--- src/rtl/fetch_stage.sv ---
// fetch_stage: MIPS IF stage -- PC register, variable-latency imem req/ready handshake and IF/ID register.
// Redirects from ID honour the delay slot: the word currently in IF always completes before the jump takes effect.
module fetch_stage #(
    parameter logic [31:0] RESET_PC = 32'h0000_0000,
    parameter int unsigned TIMEOUT  = 16
) (
    input  logic        clk,
    input  logic        reset,
    input  logic        stall,
    input  logic        id_redirect,
    input  logic [31:0] id_redirect_target,
    output logic        imem_req,
    output logic [31:0] imem_addr,
    input  logic        imem_ready,
    input  logic [31:0] imem_rdata,
    output logic [31:0] if_id_instr,
    output logic [31:0] if_id_pc_plus4,
    output logic        if_id_valid,
    output logic        fetch_err
);
    typedef enum logic {FETCH, HOLD} state_t;

    localparam logic [15:0] TO = 16'(TIMEOUT);

    state_t      state_q, state_d;
    logic [31:0] pc_q, pc_d;
    logic [31:0] pend_tgt_q, pend_tgt_d;
    logic [31:0] hold_q, hold_d;
    logic [31:0] instr_q, instr_d;
    logic [31:0] pc4_q, pc4_d;
    logic        pend_q, pend_d;
    logic        valid_q, valid_d;
    logic        err_q, err_d;
    logic [15:0] wait_q, wait_d;
    logic [31:0] pc_plus4, tgt, next_pc;
    logic        fetching, redirect, advance;

    always_comb begin
        fetching   = state_q == FETCH;
        pc_plus4   = pc_q + 32'd4;
        tgt        = id_redirect_target & ~32'h3;
        redirect   = id_redirect & ~stall & ~pend_q;
        advance    = ~stall & (fetching ? imem_ready : 1'b1);
        next_pc    = redirect ? tgt : pend_q ? pend_tgt_q : pc_plus4;
        state_d    = state_q;
        pc_d       = pc_q;
        pend_d     = pend_q;
        pend_tgt_d = pend_tgt_q;
        hold_d     = hold_q;
        instr_d    = instr_q;
        pc4_d      = pc4_q;
        valid_d    = valid_q;
        if (advance) begin
            instr_d = fetching ? imem_rdata : hold_q;
            pc4_d   = pc_plus4;
            valid_d = 1'b1;
            pc_d    = next_pc;
            pend_d  = 1'b0;
            state_d = FETCH;
        end else if (fetching & imem_ready) begin
            hold_d  = imem_rdata;
            state_d = HOLD;
        end else if (fetching & ~stall) begin
            instr_d = 32'h0;
            pc4_d   = 32'h0;
            valid_d = 1'b0;
            // delay slot still outstanding: park the target until it is delivered
            if (redirect) begin
                pend_d     = 1'b1;
                pend_tgt_d = tgt;
            end
        end
        wait_d = (fetching & ~imem_ready) ? ((wait_q == 16'hFFFF) ? wait_q : wait_q + 16'd1) : 16'd0;
        err_d  = err_q | ((TIMEOUT != 0) && fetching && !imem_ready && (wait_q + 16'd1 >= TO));
    end

    always_ff @(posedge clk or posedge reset) begin
        if (reset) begin
            state_q    <= FETCH;
            pc_q       <= RESET_PC;
            pend_q     <= 1'b0;
            pend_tgt_q <= 32'h0;
            hold_q     <= 32'h0;
            instr_q    <= 32'h0;
            pc4_q      <= 32'h0;
            valid_q    <= 1'b0;
            err_q      <= 1'b0;
            wait_q     <= 16'h0;
        end else begin
            state_q    <= state_d;
            pc_q       <= pc_d;
            pend_q     <= pend_d;
            pend_tgt_q <= pend_tgt_d;
            hold_q     <= hold_d;
            instr_q    <= instr_d;
            pc4_q      <= pc4_d;
            valid_q    <= valid_d;
            err_q      <= err_d;
            wait_q     <= wait_d;
        end
    end

    assign imem_req       = (state_q == FETCH) & ~reset;
    assign imem_addr      = pc_q;
    assign if_id_instr    = instr_q;
    assign if_id_pc_plus4 = pc4_q;
    assign if_id_valid    = valid_q;
    assign fetch_err      = err_q;
endmodule
--- config.mk ---
export PLATFORM = sky130hd
export DESIGN_NAME = fetch_stage
export DESIGN_NICKNAME = d
export VERILOG_FILES = /design/src/rtl/fetch_stage.sv
export SDC_FILE = /design/constraint.sdc
export NUM_CORES = 1
export LEC_CHECK = 0
export ABC_AREA = 1
export CAP_MARGIN = 20
export CORE_ASPECT_RATIO = 1.25
export CORE_UTILIZATION = 58
export CTS_BUF_LIST = sky130_fd_sc_hd__clkbuf_8
export CTS_CLUSTER_SIZE = 28
export DETAILED_ROUTE_END_ITERATION = 10
export PLACE_DENSITY_LB_ADDON = 0.08
export SETUP_SLACK_MARGIN = 0.5
export SLEW_MARGIN = 10
export SYNTH_ARGS = -nofsm -noshare
export SYNTH_HDL_FRONTEND = slang
export SYNTH_SLANG_ARGS = --single-unit
export TNS_END_PERCENT = 100
--- constraint.sdc ---
create_clock -name clk -period 10.05 [get_ports clk]
set_input_delay 2.5125 -clock clk [delete_from_list [all_inputs] [get_ports clk]]
set_output_delay 2.5125 -clock clk [all_outputs]
set_load 0.01 [all_outputs]
==> flow_summary.json, run 1 <==
{
  "route.met3.wl_um": 1510,
  "layout_common_cells": "nand2_1, dfrtp_1, clkdlybuf4s50_1",
  "hold_class": "reg -> reg",
  "critPathArrivalTime_ps": 3670,
  "grt_start_max_net_pins": 107,
  "status": "finished clean",
  "cts_tree": "built",
  "layout.nets": 1195,
  "rsz0062_at_grt": "false",
  "die_x_um": 110,
  "hold_viol_final": 0,
  "grt_pass1_vias": 6902,
  "syn2layout_area_growth_pct": 24.8,
  "holdBufCountCts": 0,
  "ys_ff_latch": 174,
  "fin_crit_ps": 6190,
  "overflow": 0,
  "timing.fmax_ghz": 0.162,
  "endpoint_kind": "output port",
  "vias_per_cell": 5.49,
  "skew_ps": 8.46,
  "h-tree-depth": 4,
  "final_common_cell": "nand2_1",
  "irDropWorstVdd_uv": 114,
  "fin_total_pwr_w": 0.00191,
  "dpl.hpwl_um": 13600,
  "dr.pass1.iters": 7,
  "grt_pass1_wl_um": 33300,
  "clk_transition_reported_paths_ps": 90,
  "die_h_um": 136,
  "cap_violations": 0,
  "wl_per_cell_um": 15.6,
  "coreArea_um2": 14000,
  "yosys_warnings": 0,
  "io_buffers": 161,
  "insertion_delay_ps": 460,
  "vias": 7202,
  "wl_met1_um": 8650,
  "p_leak_nw": 4.83,
  "highest_layer": "met4",
  "p_per_area_nw_per_um2": 183,
  "drt_iter0_drc": 499,
  "cts.sinks": 174,
  "cts-resized-gates": 0,
  "worst-setup-path-type": "in -> out",
  "drc": 0,
  "pin_count": 168,
  "fin_util_pct": 74.8,
  "holdWs_ps": 481,
  "dr_wl_met2_um": 9760,
  "diodes": 0,
  "crit_fanout": 2,
  "cts_root_buf": "clkbuf_8",
  "ant_nets": 0,
  "fillers": 1097,
  "rows": 48,
  "antenna_found_initial": 0,
  "period_share_pct": 61.6,
  "gp_congestion": 0.900,
  "numCtsBuffers": 17,
  "cp-start-kind": "input port",
  "clock_path_buffers": 2,
  "initial_utilization_pct": 60.0,
  "yosysSeqAreaShare_pct": 51.9,
  "setup_tns_ps": 0,
  "track_usage_pct": 29.0,
  "post_cts.repair.setup_buffers": 0,
  "crit_required_ps": 7540,
  "drive_above_1_share_pct": 8.62,
  "max_slew_margin_pct": 37.9,
  "drt_wl_total_um": 20500,
  "synthCells": 983,
  "setup_viol": 0,
  "ys_types": 44,
  "synth_area_um2": 8390,
  "avgSynthCellArea_um2": 8.54,
  "die_area_um2": 15000,
  "worstMarginPinSlew_ps": 932,
  "slew_viol_final": 0
}
## registers in the layout, indices dropped and copies added (netlist names)
signal	flops
if_id_pc_plus4	30
wait_q	16
state_q	1
hold_q	32
imem_addr	30
pend_q	1
fetch_err	1
if_id_instr	32
if_id_valid	1
pend_tgt_q	30
## layout make-up
| type | instances | area [um2] | share of cell area (%) |
|---|---|---|---|
| clock buffer | 20 | 275 | 2.63 |
| inverter | 88 | 335 | 3.20 |
| sequential | 174 | 4350 | 41.6 |
| multi-input combinational | 674 | 3500 | 33.4 |
| tap | 175 | 219 | 2.09 |
| clock inverter | 12 | 109 | 1.04 |
| timing repair buffer | 169 | 1680 | 16.0 |
## stage by stage
stage,area [um2],cells,worst slack (ps)
floorplan,8400,986,2820
global placement,10100,1279,3890
detailed placement,10100,1279,3860
CTS,10500,1311,3860
global route,10500,1312,3850
finish,10500,1312,3860
## final timing paths
check	start	endpoint	slack, ps	cells after the start
setup / recovery	reset	imem_req	3860	3
hold / removal	if_id_pc_plus4[20]$_DFFE_PP0P_	if_id_pc_plus4[20]$_DFFE_PP0P_	480	2
setup reg to reg	pend_q$_DFFE_PP0P_	pend_tgt_q[15]$_DFFE_PP0P_	7740	5
hold reg to reg	if_id_pc_plus4[20]$_DFFE_PP0P_	if_id_pc_plus4[20]$_DFFE_PP0P_	480	2
max in group asynchronous	reset	pend_tgt_q[20]$_DFFE_PP0P_	5970	3
min in group asynchronous	reset	hold_q[21]$_DFFE_PP0P_	2650	2
## worst max-delay path: stages
cell and delay (ps):
clkdlybuf4s50_1 490, nor2_1 130, clkdlybuf4s50_1 540
## metal layers
metal | vias up | global-route usage [%]
li1 | 3515 | -
met1 | 3382 | 36.4
met2 | 267 | 46.5
met3 | 38 | 7.86
met4 | 0 | 13.4
met5 | - | 0
## where the power goes
part	internal [W]	switching (W)
sequential	0.000822	0.0000999
clock	0.000217	0.000259
combinational	0.000255	0.000259
## kinds of logic (layout without fill, tap and decap cells)
| kind of cell | count (synthesis) | after routing | share of synthesized area [%] |
|---|---|---|---|
| AOI/OAI and AO/OA | 204 | 204 | 14.2 |
| xor gates and xnor gates | 17 | 17 | 1.77 |
| adders and majority gates | 2 | 2 | 0.298 |
| buffers and inverters | 138 | 289 | 6.65 |
| DFF | 174 | 174 | 51.9 |
| muxes | 26 | 26 | 3.49 |
| other | 1 | 4 | 0.0447 |
| and+or+nand+nor | 421 | 421 | 21.7 |
## cells in the mapped netlist (all sizes together)
| cell type | instances | share of area [%] |
|---|---|---|
| a21oi | 13 | 0.82 |
| a221oi | 15 | 1.6 |
| a22o | 7 | 0.73 |
| a22oi | 14 | 1.3 |
| a31oi | 2 | 0.15 |
| a32o | 2 | 0.24 |
| buf | 21 | 1.4 |
| clkbuf | 29 | 1.3 |
| conb | 1 | 0.045 |
| dfrtp | 174 | 52 |
| ha | 2 | 0.30 |
| inv | 88 | 3.9 |
| mux2 | 26 | 3.5 |
| nand2 | 280 | 13 |
| nand3 | 49 | 3.0 |
| nand3b | 2 | 0.33 |
| nand4 | 13 | 0.97 |
| nor2 | 62 | 3.4 |
| nor3 | 10 | 0.79 |
| nor4 | 1 | 0.075 |
| o21ai | 144 | 8.7 |
| o21bai | 6 | 0.67 |
| o31ai | 1 | 0.089 |
| or2 | 4 | 0.33 |
| xnor2 | 4 | 0.42 |
| xor2 | 13 | 1.4 |
Power figures use the tool's default switching activity.
==> run 2, diff against run 1 <==
CORE_UTILIZATION = 54   (was 58)
clock period = 5.9 ns   (was 10.05 ns; I/O delays follow)
==> run 2 against run 1 <==
  * Clock power grew 67%
  * Combinational power grew 71%
  * Sequential power grew 70%
  * Core utilization shrank 5.0 points
  * Non-clock buffer count grew 2
  * Critical path depth is the same
  * Count of clock-buffer cells in the layout shrank 3
  * Global-route usage shrank 1.4 points
  * Hold slack lost 2.5 ps
  * Wire length grew 2.7%
  * Largest cell class unchanged
==> flow_summary.json, run 2 (same netlist as run 1, synthesis figures left out) <==
{
  "drive_above_1_share_pct": 8.69,
  "max_slew_margin_pct": 43.9,
  "holdPathStages": 2,
  "fillers": 1257,
  "grt_pass1_wl_um": 34300,
  "crit_chain": "clkdlybuf4s50_1 > nor2_1 > clkdlybuf4s50_1",
  "status": "finished clean",
  "diodes": 0,
  "cpPeakStageDelay_ps": 540,
  "cap_violations": 0,
  "cts.sinks": 174,
  "pin_count": 168,
  "endpoint_kind": "output port",
  "min_to": "fetch_err$_DFF_PP0_",
  "place_area_um2": 10100,
  "post_cts.repair.setup_buffers": 0,
  "setup_viol": 0,
  "drt_wl_total_um": 21000,
  "die_area_um2": 16000,
  "final.setup.worst_slack_ps": 1860,
  "holdWs_ps": 478,
  "worstMarginPinSlew_ps": 839,
  "layout_common_cells": "nand2_1, dfrtp_1, clkdlybuf4s50_1",
  "regArea_um2": 4350,
  "timing.fmax_ghz": 0.247,
  "r2r_cells": 6,
  "wl_per_cell_um": 15.6,
  "final_common_cell": "nand2_1",
  "critPathArrivalTime_ps": 2570,
  "crit_required_ps": 4430,
  "irDropWorstVdd_uv": 194,
  "reg2reg_setup_slack_ps": 3120,
  "rsz0062_at_grt": "false",
  "grt_start_max_net_pins": 98,
  "numCtsBuffers": 17,
  "setup_tns_ps": 0,
  "antenna_found_initial": 0,
  "worst-setup-path-type": "in -> out",
  "p_per_area_nw_per_um2": 308,
  "vias": 7182,
  "skew_ps": 14.3,
  "h-tree-depth": 4,
  "cts_tree": "built",
  "critPathSlowestCell": "clkdlybuf4s50_1",
  "r2r_start": "state_q$_DFFE_PP0N_",
  "overflow": 0,
  "rr_endpoint": "pend_tgt_q[10]$_DFFE_PP0P_",
  "dr.pass1.iters": 6,
  "gp_congestion": 0.889,
  "vias_per_cell": 5.33,
  "cp-start-kind": "input port",
  "crit_fanout": 2,
  "clock_path_buffers": 2,
  "drc": 0,
  "coreArea_um2": 15100,
  "cp_common_cell": "clkdlybuf4s50_1",
  "hold_class": "reg -> reg",
  "slew_viol_final": 0,
  "die_h_um": 141,
  "hold_viol_final": 0,
  "cts-resized-gates": 0,
  "insertion_delay_ps": 470,
  "syn2layout_area_growth_pct": 25.4,
  "cts_root_buf": "clkbuf_8",
  "track_usage_pct": 27.6,
  "holdBufCountCts": 0,
  "worstHoldStart": "fetch_err$_DFF_PP0_",
  "die_x_um": 114,
  "clk_transition_reported_paths_ps": 90,
  "layout.nets": 1197,
  "fin_area_um2": 10500,
  "fin_crit_ps": 4040,
  "ant_nets": 0,
  "p_leak_nw": 4.82,
  "dp_slack_ps": 1510,
  "io_buffers": 161,
  "drt_iter0_drc": 445,
  "multi_input_area_um2": 3500,
  "grt_pass1_vias": 6848,
  "period_share_pct": 68.5,
  "initial_utilization_pct": 55.7,
  "dpl.hpwl_um": 14200,
  "rows": 50
}
run 2: area by class of cell:
cell class | count | area share, %
repair buffers | 171 | 16.2
clock buffers | 17 | 2.22
flip-flops and latches | 174 | 41.4
clock inverters | 15 | 1.31
multi-input cells | 674 | 33.3
inverters | 88 | 3.17
well taps | 208 | 2.47
run 2: report_power, final:
group,total (W),switching (W),internal (W)
logic,0.000881,0.000445,0.000436
clock network,0.000797,0.000458,0.000339
registers,0.00157,0.000170,0.00140
run 2: critical path: cells and delay by family:
family / cells / cell delay, ps
AND/OR/NAND/NOR: 1 / 100
buffers and inverters: 2 / 990
run 2: stage by stage:
step / utilization (%) / instances / total power, W
after CTS: 69.7 / 1346 / 0.00326
after global placement: 67.2 / 1314 / 0.00245
after global routing: 69.8 / 1347 / 0.00343
after floorplan: - / 986 / 0.00203
final: 69.8 / 1347 / 0.00325
after detailed placement: 67.2 / 1314 / 0.00247
run 2: worst max-delay path by stage:
stage / start / endpoint / slack (ps) / cells after the start
floorplan: reset / fetch_err$_DFF_PP0_ / 2200 / 1
global placement: imem_ready / pend_tgt_q[20]$_DFFE_PP0P_ / 1530 / 7
CTS: reset / imem_req / 1850 / 3
global route: reset / imem_req / 1820 / 3
detailed placement: imem_ready / pend_tgt_q[14]$_DFFE_PP0P_ / 1510 / 7
finish: reset / imem_req / 1860 / 3
run 2: routing by layer:
| metal | vias to the layer above | GRT usage, % | share of wire (%) |
|---|---|---|---|
| li1 | 3513 | - | - |
| met1 | 3414 | 35.5 | 43 |
| met2 | 220 | 44.7 | 48 |
| met3 | 35 | 7.09 | 6.1 |
| met4 | 0 | 10.9 | 2.5 |
| met5 | - | 0 | 0 |
==> run 3, diff against run 2 <==
CORE_UTILIZATION = 48   (was 54)
clock period = 3.65 ns   (was 5.9 ns; I/O delays follow)
==> run 3 against run 2 <==
  * Cell area increased by 0.94%
  * Combinational power increased by 62%
  * Die area increased by 12%
  * Clock skew increased by 2.3 ps
  * Total power increased by 65%
  * Clock power increased by 72%
  * Final cell count increased by 1.2%
  * Sequential power increased by 62%
  * Core utilization decreased by 7.2 points
  * Largest cell class unchanged
==> flow_summary.json, run 3 (same netlist as run 1, synthesis figures left out) <==
{
  "combinationalPowerShare_pct": 26.8,
  "die_area_um2": 18000,
  "syn2layout_area_growth_pct": 26.6,
  "cts_root_buf": "clkbuf_8",
  "clk_transition_reported_paths_ps": 100,
  "timing.fmax_ghz": 0.342,
  "grt_pass1_wl_um": 35200,
  "gp_congestion": 0.878,
  "cp-start-kind": "input port",
  "track_usage_pct": 25.2,
  "dpl.hpwl_um": 14700,
  "ant_nets": 0,
  "io_buffers": 161,
  "grt_start_max_net_pins": 70,
  "regArea_um2": 4350,
  "pin_count": 168,
  "die_x_um": 120,
  "initial_utilization_pct": 49.4,
  "rsz0062_at_grt": "false",
  "dp_slack_ps": 733,
  "multi_input_area_um2": 3500,
  "drt_wl_total_um": 21400,
  "h-tree-depth": 4,
  "drc": 0,
  "vias_per_cell": 5.21,
  "irDropWorstVdd_uv": 234,
  "cts-resized-gates": 0,
  "intPower_w": 0.00355,
  "cts_tree": "built",
  "period_share_pct": 80.1,
  "crit_fanout": 2,
  "wl_per_cell_um": 15.7,
  "post_cts.repair.setup_buffers": 0,
  "worstMarginPinSlew_ps": 718,
  "p_per_area_nw_per_um2": 503,
  "hold_class": "reg -> reg",
  "diodes": 0,
  "layout.nets": 1201,
  "cap_violations": 0,
  "fillers": 1537,
  "die_h_um": 150,
  "cts.sinks": 174,
  "coreArea_um2": 17000,
  "setup_tns_ps": 0,
  "fin_crit_ps": 2920,
  "overflow": 0,
  "slew_viol_final": 0,
  "final_common_cell": "nand2_1",
  "drive_above_1_share_pct": 9.10,
  "critPathArrivalTime_ps": 2010,
  "vias": 7099,
  "antenna_found_initial": 0,
  "hold_viol_final": 0,
  "worst-setup-path-type": "in -> out",
  "clock_path_buffers": 2,
  "drt_iter0_drc": 399,
  "layout_common_cells": "nand2_1, dfrtp_1, clkdlybuf4s50_1",
  "p_switching_w": 0.00180,
  "clkPwrFrac_pct": 25.7,
  "max_slew_margin_pct": 51.7,
  "skew_ps": 16.6,
  "numCtsBuffers": 17,
  "dr.pass1.iters": 5,
  "rows": 53,
  "grt_pass1_vias": 6940,
  "insertion_delay_ps": 480,
  "crit_required_ps": 2740,
  "holdBufCountCts": 0,
  "status": "finished clean",
  "p_leak_nw": 4.88,
  "pwr-share-seq_pct": 47.5,
  "endpoint_kind": "output port",
  "setup_viol": 0,
  "final.setup.worst_slack_ps": 725,
  "swShare_pct": 33.6
}
run 3: path summary, 6_finish.rpt:
path,end,slack (ps),cells after the start,from
max,imem_req,730,3,reset
min,fetch_err$_DFF_PP0_,480,2,fetch_err$_DFF_PP0_
max reg2reg,imem_addr[6]$_DFFE_PP0P_,1670,6,pend_q$_DFFE_PP0P_
min reg2reg,fetch_err$_DFF_PP0_,480,2,fetch_err$_DFF_PP0_
max in group asynchronous,imem_addr[17]$_DFFE_PP0P_,2360,3,reset
min in group asynchronous,hold_q[27]$_DFFE_PP0P_,960,3,reset
run 3: worst max-delay path, cell delays in order:
cell and delay [ps]:
clkdlybuf4s50_1 450, nor2_1 110, clkdlybuf4s50_1 540
run 3: layer usage:
metal / track usage (%) / routed length, um
met5: 0 / 0
met4: 7.41 / 272
met3: 7.36 / 1470
met2: 41.7 / 10300
met1: 31.8 / 9330
run 3: layout make-up:
type	instances	area share, %
multi-input cells	674	33.0
clock buffers	17	2.20
inverters	88	3.14
clock inverters	15	1.57
flip-flops and latches	174	41.0
well taps	220	2.59
repair buffers	175	16.6
run 3: per-stage QoR:
| stage | instance area [um2] | total power (W) | hold WS [ps] | cells | utilization (%) |
|---|---|---|---|---|---|
| after CTS | 10600 | 0.00539 | 486 | 1363 | 62.6 |
| after global routing | 10600 | 0.00565 | 508 | 1363 | 62.6 |
| after detailed placement | 10200 | 0.00401 | 459 | 1331 | 60.2 |
| final | 10600 | 0.00534 | 478 | 1363 | 62.6 |
| after floorplan | 8410 | 0.00329 | 442 | 986 | - |
| after global placement | 10200 | 0.00398 | 456 | 1331 | 60.2 |
run 3: power by group through the flow:
stage	clock (W)	combinational [W]	sequential (W)
global route	0.00148	0.00159	0.00258
floorplan	0	0.000691	0.00260
detailed placement	0	0.00144	0.00257
finish	0.00137	0.00143	0.00254
global placement	0	0.00142	0.00256
CTS	0.00141	0.00145	0.00254
==> patch (flow settings as in run 3) <==
Make the reset (`reset`) synchronous in one clocked block.
--- a/src/rtl/fetch_stage.sv
+++ b/src/rtl/fetch_stage.sv
@@ -75,5 +75,5 @@
     end
 
-    always_ff @(posedge clk or posedge reset) begin
+    always_ff @(posedge clk) begin
         if (reset) begin
             state_q    <= FETCH;
Check against the original RTL: differs if reset is asserted again (counterexample within 4 cycles, from zero or initial values and one cycle with reset high); with reset held inactive, the same outputs for 4 cycles.
==> patch against run 3 <==
- synthesized area down 3.1%
- via count increased by 13%
- register-to-register slack better by 0.04 ns
- setup slack better by 0.10 ns
- clock skew decreased by 0.0056 ns
- non-clock buffer count down 2
- routed wire length rose by 7.5%
- design area down 4.4%
- sequential cell count unchanged
- critical path type unchanged
- critical endpoint unchanged
- largest cell class is now multi-input gates
Power is not compared: it rests on default switching activity, and its combinational part moved more than twofold at a synthesized area within 25%.
==> patch: results (changes against run 3) <==
Clock network
  • Root Driver: clkbuf_8 (unchanged)
  • Inserted Clock Buffers: 17 (unchanged)
  • Number of setup buffers added after CTS: 0 (unchanged)

Synthesis
  • Synth Area in Compound Gates: 19.8% (was 14.2%)
  • Commonest cells in the netlist: 332 x nand2_1, 174 x a21oi_1, 174 x dfxtp_1, 105 x o21ai_0, 91 x inv_1 (was 275 x nand2_1, 174 x dfrtp_1, 140 x o21ai_0, 84 x inv_1, 54 x nor2_1)
  • Netlist cell types: 38 (was 44)
  • Adder-Cell Fraction of Synth Area: 0.308% (was 0.298%)
  • Sequential element share of the synthesized area: 42.8% (was 51.9%)
  • Cells after Synth: 1170 (was 983)
  • Syn. warnings: 0 (unchanged)
  • Asr flop ratio synth: 0% (was 100%)
  • Post-synthesis mux area share: 0% (was 3.49%)
  • Synth top area cells: dfxtp_1 43%, nand2_1 15%, a21oi_1 11% (was dfrtp_1 52%, nand2_1 12%, o21ai_0 8.3%)
  • Post-Synth XOR/XNOR Area: 1.17% (was 1.77%)

STA
  • Worst-margin pin slew: 0.693 ns (was 0.718 ns)
  • Worst Skew: 0.0109 ns (was 0.0166 ns)

Final layout
  • Layout fillers: 1601 (was 1537)
  • Net count, final: 1365 (was 1201)
  • Share of layout cells above drive strength 1: 6.89% (was 9.10%)
  • Ant. Diodes: 0 (unchanged)

Pwr
  • Pleak: 3.68 nW

Placement
  • RePlAce Congestion: 0.944 (was 0.878)
  • Post-place setup slack: 0.786 ns (was 0.733 ns)
  • Post-DP HPWL: 16.3 mm (was 14.7 mm)
  • Area after DPL: 0.00978 mm^2 (was 0.0102 mm^2)
  • DP Cell Count: 1491 (was 1331)
  • PortBufs: 161 (unchanged)

Global route
  • Global-route usage over all layers: 26.5% (was 25.2%)
  • First-pass GRT wire length: 36.4 mm (was 35.2 mm)
  • Vias in the first global route: 7090 (was 6940)
  • Largest net degree at the start of global routing: 79 (was 70)

Hold path
  • Worst hold start: hold_q[1]$_SDFFE_PP0P_ (was fetch_err$_DFF_PP0_)
  • Worst min path class: flop to flop (unchanged)

Route
  • First DRT Iteration DRCs: 513 (was 399)
  • WL final: 23.0 mm (was 21.4 mm)
  • Via count: 7990 (was 7099)
  • Average wire per standard cell: 15.1 um (was 15.7 um)

Worst setup path
  • RR Startpoint: wait_q[0]$_SDFFE_PP0P_ (was pend_q$_DFFE_PP0P_)
  • WP data arrival: 1.91 ns (was 2.01 ns)
  • CP max FO: 45 (was 2)
  • Crit path largest cell delay: 0.50 ns (was 0.54 ns)

Outcome
  • Status: completed (unchanged)
[patch: changes by cell type after synthesis, sizes merged, moves of 10 or more]
cell / before / now
a22oi: 14 / 4
a21oi: 13 / 174
o21ai: 144 / 106
dfrtp: 174 / 0
nand2: 280 / 341
inv: 88 / 101
nand4: 13 / 30
mux2: 26 / 0
buf: 21 / 39
dfxtp: 0 / 174
[patch: logic make-up (layout without fill, tap and decap cells)]
family | after synthesis | count (layout)
simple gates | 503 | 503
compound gates | 308 | 308
flops | 174 | 174
buf+inv | 172 | 306
xor+xnor | 10 | 10
fa+ha+maj | 2 | 2
other cells | 1 | 4
[patch: path summary, 6_finish.rpt]
path / to / slack (ns) / depth (start not counted)
max: imem_req / 0.83 / 3
min: hold_q[1]$_SDFFE_PP0P_ / 0.45 / 2
max reg2reg: wait_q[1]$_SDFFE_PP0P_ / 1.71 / 7
min reg2reg: hold_q[1]$_SDFFE_PP0P_ / 0.45 / 2
[patch: metal layers]
| layer | vias to the layer above | track usage (%) | part of all wire, % |
|---|---|---|---|
| met1 | 3647 | 30.6 | 40 |
| met2 | 209 | 44.7 | 49 |
| met4 | 0 | 15.3 | 4.5 |
| met3 | 39 | 6.60 | 5.8 |
| li1 | 4095 | - | - |
| met5 | - | 0 | 0 |
[patch: report_power, final]
part / total (W) / internal, W / switching, W
clock network: 0.00132 / 0.000569 / 0.000750
registers: 0.00205 / 0.00198 / 0.0000677
logic: 0.000555 / 0.000243 / 0.000312
total: 0.00393 / 0.00280 / 0.00113
[patch: worst reg2reg max path, delay by kind of cell, from the launching register on]
family                     cells  cell delay [ns]
adders and majority gates      1             0.23
and+or+nand+nor                4             0.85
buffers and inverters          1             0.28
DFF                            1             0.40
AOI/OAI and AO/OA              1             0.11
[patch: per-stage QoR]
stage	hold slack (ns)	power [W]
final	0.449	0.00393
after global routing	0.468	0.00410
after CTS	0.450	0.00396
after detailed placement	0.437	0.00265
after global placement	0.432	0.00264
after floorplan	0.424	0.00239
[patch: final cells by class]
class	count	area share, %
Multi-Input combinational cell	827	38.7
Sequential cell	174	34.3
Timing Repair Buffer	173	16.8
Inverter	101	3.75
Tap cell	216	2.66
Clock buffer	18	2.44
Clock inverter	14	1.35
